===== src/rtl/fetch_sequencer_if.sv =====
// Bundle between the fetch sequencer and its surroundings: instruction register
// and execute handshake in, fetch/PC/execute controls and status out.
interface fetch_sequencer_if;
  logic [31:0] ir;
  logic        exec_done;
  logic        zero;
  logic        im_cs;
  logic        im_rd;
  logic        im_wr;
  logic        ir_ld;
  logic        pc_inc;
  logic        pc_ld;
  logic [1:0]  pc_sel;
  logic        exec_start;
  logic        link_wr;
  logic        retire;
  logic [15:0] retire_cnt;
  logic        halted;
  logic [2:0]  state;

  modport master (
    input  ir, exec_done, zero,
    output im_cs, im_rd, im_wr, ir_ld, pc_inc, pc_ld, pc_sel, exec_start, link_wr,
    output retire, retire_cnt, halted, state
  );

  modport slave (
    output ir, exec_done, zero,
    input  im_cs, im_rd, im_wr, ir_ld, pc_inc, pc_ld, pc_sel, exec_start, link_wr,
    input  retire, retire_cnt, halted, state
  );
endinterface


===== src/rtl/fetch_sequencer.sv =====
// Fetch/decode/execute sequencing FSM with jump, branch and halt handling and a
// wrapping count of retired instructions.
module fetch_sequencer (
  input logic              clk,
  input logic              rst_n,
  fetch_sequencer_if.master bus
);

  typedef enum logic [2:0] {
    StIdle     = 3'd0,
    StFetch    = 3'd1,
    StDecode   = 3'd2,
    StExecWait = 3'd3,
    StBrWait   = 3'd4,
    StBrTake   = 3'd5,
    StJump     = 3'd6,
    StHalt     = 3'd7
  } state_e;

  state_e      state_q, state_d;
  logic [15:0] retire_cnt_q;
  logic [5:0]  op, funct;
  logic        is_jr, is_jal, is_jump, is_break, is_branch, br_taken;
  logic        retire;

  assign op        = bus.ir[31:26];
  assign funct     = bus.ir[5:0];
  assign is_jr     = (op == 6'h00) && (funct == 6'h08);
  assign is_jal    = (op == 6'h03);
  assign is_jump   = (op == 6'h02) || is_jal || is_jr;
  assign is_break  = (op == 6'h00) && (funct == 6'h0D);
  assign is_branch = (op == 6'h04) || (op == 6'h05);
  assign br_taken  = ((op == 6'h04) && bus.zero) || ((op == 6'h05) && !bus.zero);

  always_ff @(posedge clk or negedge rst_n) begin
    if (!rst_n) begin
      state_q <= StIdle;
    end else begin
      state_q <= state_d;
    end
  end

  always_comb begin
    state_d        = state_q;
    bus.im_cs      = 1'b0;
    bus.im_rd      = 1'b0;
    bus.ir_ld      = 1'b0;
    bus.pc_inc     = 1'b0;
    bus.pc_ld      = 1'b0;
    bus.pc_sel     = 2'd0;
    bus.exec_start = 1'b0;
    bus.link_wr    = 1'b0;
    bus.halted     = 1'b0;
    retire         = 1'b0;
    unique case (state_q)
      StIdle: state_d = StFetch;
      StFetch: begin
        bus.im_cs  = 1'b1;
        bus.im_rd  = 1'b1;
        bus.ir_ld  = 1'b1;
        bus.pc_inc = 1'b1;
        state_d    = StDecode;
      end
      StDecode: begin
        if (is_jump) begin
          state_d = StJump;
        end else if (is_break) begin
          state_d = StHalt;
        end else begin
          bus.exec_start = 1'b1;
          state_d        = is_branch ? StBrWait : StExecWait;
        end
      end
      StExecWait: begin
        if (bus.exec_done) begin
          retire  = 1'b1;
          state_d = StFetch;
        end
      end
      StBrWait: begin
        // A taken branch retires one cycle later, in BR_TAKE.
        if (bus.exec_done) begin
          if (br_taken) begin
            state_d = StBrTake;
          end else begin
            retire  = 1'b1;
            state_d = StFetch;
          end
        end
      end
      StBrTake: begin
        bus.pc_ld  = 1'b1;
        bus.pc_sel = 2'd0;
        retire     = 1'b1;
        state_d    = StFetch;
      end
      StJump: begin
        bus.pc_ld   = 1'b1;
        bus.pc_sel  = is_jr ? 2'd2 : 2'd1;
        bus.link_wr = is_jal;
        retire      = 1'b1;
        state_d     = StFetch;
      end
      StHalt: bus.halted = 1'b1;
    endcase
  end

  always_ff @(posedge clk or negedge rst_n) begin
    if (!rst_n) begin
      retire_cnt_q <= 16'h0000;
    end else if (retire) begin
      retire_cnt_q <= retire_cnt_q + 16'h0001;
    end
  end

  assign bus.im_wr      = 1'b0;
  assign bus.retire     = retire;
  assign bus.retire_cnt = retire_cnt_q;
  assign bus.state      = state_q;

endmodule

===== src/flat_wrapper.sv =====
// flat-port wrapper written by rule: the top's interface ports become plain ports
module fetch_sequencer_flat 
  (clk, rst_n, bus_ir, bus_exec_done, bus_zero, bus_im_cs, bus_im_rd, bus_im_wr, bus_ir_ld, bus_pc_inc, bus_pc_ld, bus_pc_sel, bus_exec_start, bus_link_wr, bus_retire, bus_retire_cnt, bus_halted, bus_state);
  fetch_sequencer_if bus_i ();
  input logic clk;
  input logic rst_n;
  input wire logic [$bits(bus_i.ir)-1:0] bus_ir;
  input wire logic [$bits(bus_i.exec_done)-1:0] bus_exec_done;
  input wire logic [$bits(bus_i.zero)-1:0] bus_zero;
  output wire logic [$bits(bus_i.im_cs)-1:0] bus_im_cs;
  output wire logic [$bits(bus_i.im_rd)-1:0] bus_im_rd;
  output wire logic [$bits(bus_i.im_wr)-1:0] bus_im_wr;
  output wire logic [$bits(bus_i.ir_ld)-1:0] bus_ir_ld;
  output wire logic [$bits(bus_i.pc_inc)-1:0] bus_pc_inc;
  output wire logic [$bits(bus_i.pc_ld)-1:0] bus_pc_ld;
  output wire logic [$bits(bus_i.pc_sel)-1:0] bus_pc_sel;
  output wire logic [$bits(bus_i.exec_start)-1:0] bus_exec_start;
  output wire logic [$bits(bus_i.link_wr)-1:0] bus_link_wr;
  output wire logic [$bits(bus_i.retire)-1:0] bus_retire;
  output wire logic [$bits(bus_i.retire_cnt)-1:0] bus_retire_cnt;
  output wire logic [$bits(bus_i.halted)-1:0] bus_halted;
  output wire logic [$bits(bus_i.state)-1:0] bus_state;
  assign bus_i.ir = bus_ir;
  assign bus_i.exec_done = bus_exec_done;
  assign bus_i.zero = bus_zero;
  assign bus_im_cs = bus_i.im_cs;
  assign bus_im_rd = bus_i.im_rd;
  assign bus_im_wr = bus_i.im_wr;
  assign bus_ir_ld = bus_i.ir_ld;
  assign bus_pc_inc = bus_i.pc_inc;
  assign bus_pc_ld = bus_i.pc_ld;
  assign bus_pc_sel = bus_i.pc_sel;
  assign bus_exec_start = bus_i.exec_start;
  assign bus_link_wr = bus_i.link_wr;
  assign bus_retire = bus_i.retire;
  assign bus_retire_cnt = bus_i.retire_cnt;
  assign bus_halted = bus_i.halted;
  assign bus_state = bus_i.state;
  fetch_sequencer u_core (.clk(clk), .rst_n(rst_n), .bus(bus_i));
endmodule

===== config.mk =====
export PLATFORM = sky130hd
export DESIGN_NAME = fetch_sequencer_flat
export DESIGN_NICKNAME = d
export VERILOG_FILES = /design/src/rtl/fetch_sequencer_if.sv /design/src/rtl/fetch_sequencer.sv /design/src/flat_wrapper.sv
export SDC_FILE = /design/constraint.sdc
export NUM_CORES = 1
export LEC_CHECK = 0
export BUFFER_PORTS_ARGS = -buffer_cell sky130_fd_sc_hd__buf_2
export CAP_MARGIN = 15
export CORE_MARGIN = 10
export CORE_UTILIZATION = 44
export CTS_CLUSTER_DIAMETER = 100
export DETAILED_ROUTE_END_ITERATION = 16
export GPL_TIMING_DRIVEN = 0
export PLACE_DENSITY = 0.79
export SLEW_MARGIN = 0
export SYNTH_ARGS = -nofsm -noshare
export SYNTH_HDL_FRONTEND = slang
export SYNTH_SLANG_ARGS = --single-unit

===== constraint.sdc =====
create_clock -name clk -period 1.8 [get_ports clk]
set_input_delay 0.36 -clock clk [delete_from_list [all_inputs] [get_ports clk]]
set_output_delay 0.36 -clock clk [all_outputs]
set_load 0.02 [all_outputs]

==> run metrics <==
first-pass GRT wire length between 5000 and 6000 um; crit path DAT 1490 ps; Antenna Cells 0; pin count of the biggest net entering global routing 20; WHS Endpoint u_core.bus.retire_cnt[15]; ranking of synthesized cells by area dfrtp_1 (39%), xnor2_1 (12%), o2111ai_1 (5.8%), buf_4 (3.7%), nor3_1 (3.3%); Die X 72.4 um; Layout Area Growth over Synthesis 44.2%; Setup WS post-layout -49.4 ps; CTS tree yes; Mapped Cells approximately 130; type of the most critical hold path register to register; failing checks negative setup slack; final worst path period need 1850 ps; hold path cells 1; power density over cell area 1280 nW/um2; final WL 3640 um; Yosys cell types 36; Internal Power around 1.2 mW; Max Slew Vio Count 0; switching power 0.986 mW; layout cell share with drive strength beyond 1 around 48%; clock power share 10.1%; sequential-to-total area share from yosys stat 39.3%; Fmax 0.541 GHz; post-synth top area share 39.3%; cell area after synthesis 1210 um2; root buf cell clkbuf_4; endpoints failing hold 0; mean area per synthesized cell ~9.6 um2; flops & latches, synth 19; Post-Synthesis Net Count between 150 and 200; # rows 18; Worst R2R Start u_core.bus.state[1]; Crit Path Category register to output pin; reg2reg end u_core.bus.retire_cnt[11]; crit path launch type register; Critical Path Sink Type output pin; Worst EP required 1440 ps; Fin Setup TNS -97.5 ps; vias in the first global route 1200; # placed instances 201; Final Setup Violations 2; Total GRT Usage 12.3%; clk slew on worst S/H paths ~120 ps; initial antenna violation count 0; Switching Share between 40 and 50%; Combinational Power Share 59.7%; via count 1202; CTS buffer count 3; Final ANT Viol Nets 0; clk_skew 11.7 ps; period utilisation layout 103%; HP Start u_core.bus.retire_cnt[15]; YS warnings 0; outcome finished with violations; flop-to-flop setup slack 20 ps; count leader, synth dfrtp_1; RSZ-0062 raised after global routing true; Worst VDD drop 889 uV; DR iter-0 viols about 130; worst reg2reg path depth 7; Via density 5.56; grt total ovfl 0; FFs w/ async S/R, synth 100%; commonest cells in the netlist dfrtp_1 (19), xnor2_1 (16); htree depth 1; clock sinks 19; die area roughly 5200 um2; Post-synth EDFFs 0; hpwl dp 2340 um; core area 2540 um2; DRT Pass-1 Iters 4; final cell count without fillers 216; Crit Path Max Fanout 8; Fillers 198; wire per inst about 17 um; clock buffer depth 2; ys flop type dfrtp_1; PortBufs 45; Ports 67; routability cong. 0.799; nets@finish 224; Starting Density 47.5%; clk_lat worst skew 300 ps; sequential power share 30.2%; Max Cap Viol 0; Die Y ~72 um; leakage power 0.803 nW; area leader, netlist dfrtp_1; drt drc 0
==> how the worst max path moves through the flow <==
| stage | endpoint | from | cells past startpoint | slack, ps |
|---|---|---|---|---|
| finish | bus_retire | u_core.bus.state[1] | 5 | -50 |
| global route | bus_retire | u_core.bus.state[1] | 5 | -150 |
| CTS | bus_retire | u_core.bus.state[1] | 5 | -1 |
| detailed placement | bus_pc_sel[1] | bus_ir[29] | 5 | -150 |
| global placement | bus_pc_sel[1] | bus_ir[29] | 5 | -140 |
| floorplan | bus_pc_sel[1] | bus_ir[29] | 3 | -60 |
==> power groups by stage <==
stage / logic [mW] / registers, mW / clock network [mW]
floorplan: 0.573 / 0.730 / 0
global placement: 0.950 / 0.636 / 0
detailed placement: 0.968 / 0.641 / 0
CTS: 1.12 / 0.652 / 0.223
global route: 1.43 / 0.689 / 0.245
finish: 1.33 / 0.671 / 0.224
==> repair_timing <==
item / 4_1_cts / 5_1_grt
hold buffers: 1 / 0
setup endpoints to repair: 10 / 11
buffers inserted: 8 / 4
hold endpoints to repair: 19 / 0
resized for setup: 14 / 23
pin swaps: 6 / 4
==> through the flow <==
stage | hold WS, ps | util [%] | area (um2) | total power, mW | worst slack, ps
floorplan | 64.4 | - | 1220 | 1.30 | -59.2
global placement | 313 | 58.4 | 1490 | 1.59 | -137
detailed placement | 316 | 58.4 | 1490 | 1.61 | -151
CTS | 396 | 63.5 | 1620 | 1.99 | -1.26
global route | 500 | 68.5 | 1740 | 2.36 | -154
finish | 476 | 68.5 | 1740 | 2.22 | -49.4
==> cell usage in the layout, fill, tap and decap left out, types with 2 or more instances in the layout <==
cell,synthesis,final
buf_2,0,37
buf_4,6,17
dfrtp_1,19,17
xnor2_1,16,16
buf_6,1,10
o21ai_0,8,8
nand2_1,8,7
o2111ai_1,8,7
inv_1,6,6
nor2_1,8,5
nor3_1,8,5
nand2b_4,1,3
nor3_2,0,3
nand3_1,3,3
clkbuf_4,0,3
a21boi_0,2,2
nor2_4,0,2
and3_1,3,2
nand4_1,2,2
clkbuf_1,3,2
a21oi_1,3,2
dfrtp_2,0,2
==> sequential cells by signal, indices dropped and copies added, names as in the netlist <==
register and cells:
u_core.bus.retire_cnt 16, u_core.bus.state 3
==> critical path, stage by stage, from the launching register on <==
cell      delay, ps
dfrtp_2         490
nand2b_4        190
a311oi_4        260
nor2_2           70
inv_1            70
buf_6           110
==> metal layers <==
layer / track usage, % / part of all wire, %
met5: 0 / 0
met2: 21.2 / 52
met3: 4.22 / 7.3
met1: 13.1 / 39
met4: 6.12 / 2.1
==> area by class of cell <==
cell class | count | area (um2) | area share, %
Buffer | 8 | 63.8 | 3.66
Inverter | 6 | 22.5 | 1.29
Clock buffer | 4 | 26.3 | 1.51
Multi-Input combinational cell | 91 | 739 | 42.4
Sequential cell | 19 | 478 | 27.4
Timing Repair Buffer | 58 | 375 | 21.5
Tap cell | 30 | 37.5 | 2.15
==> cells by family (layout without fill, tap and decap cells) <==
group / after synthesis / in the layout / share of synthesized area [%]
adder cells (fa/ha/maj): 1 / 1 / 1.04
XOR/XNOR: 17 / 17 / 12.3
flip-flops: 19 / 19 / 39.3
other: 1 / 1 / 0.310
buffers and inverters: 16 / 76 / 7.45
AO/OA/AOI/OAI: 29 / 29 / 18.6
multiplexers: 1 / 1 / 0.932
AND/OR/NAND/NOR: 42 / 42 / 20.0
No activity file was read; power rests on OpenSTA's default activity.
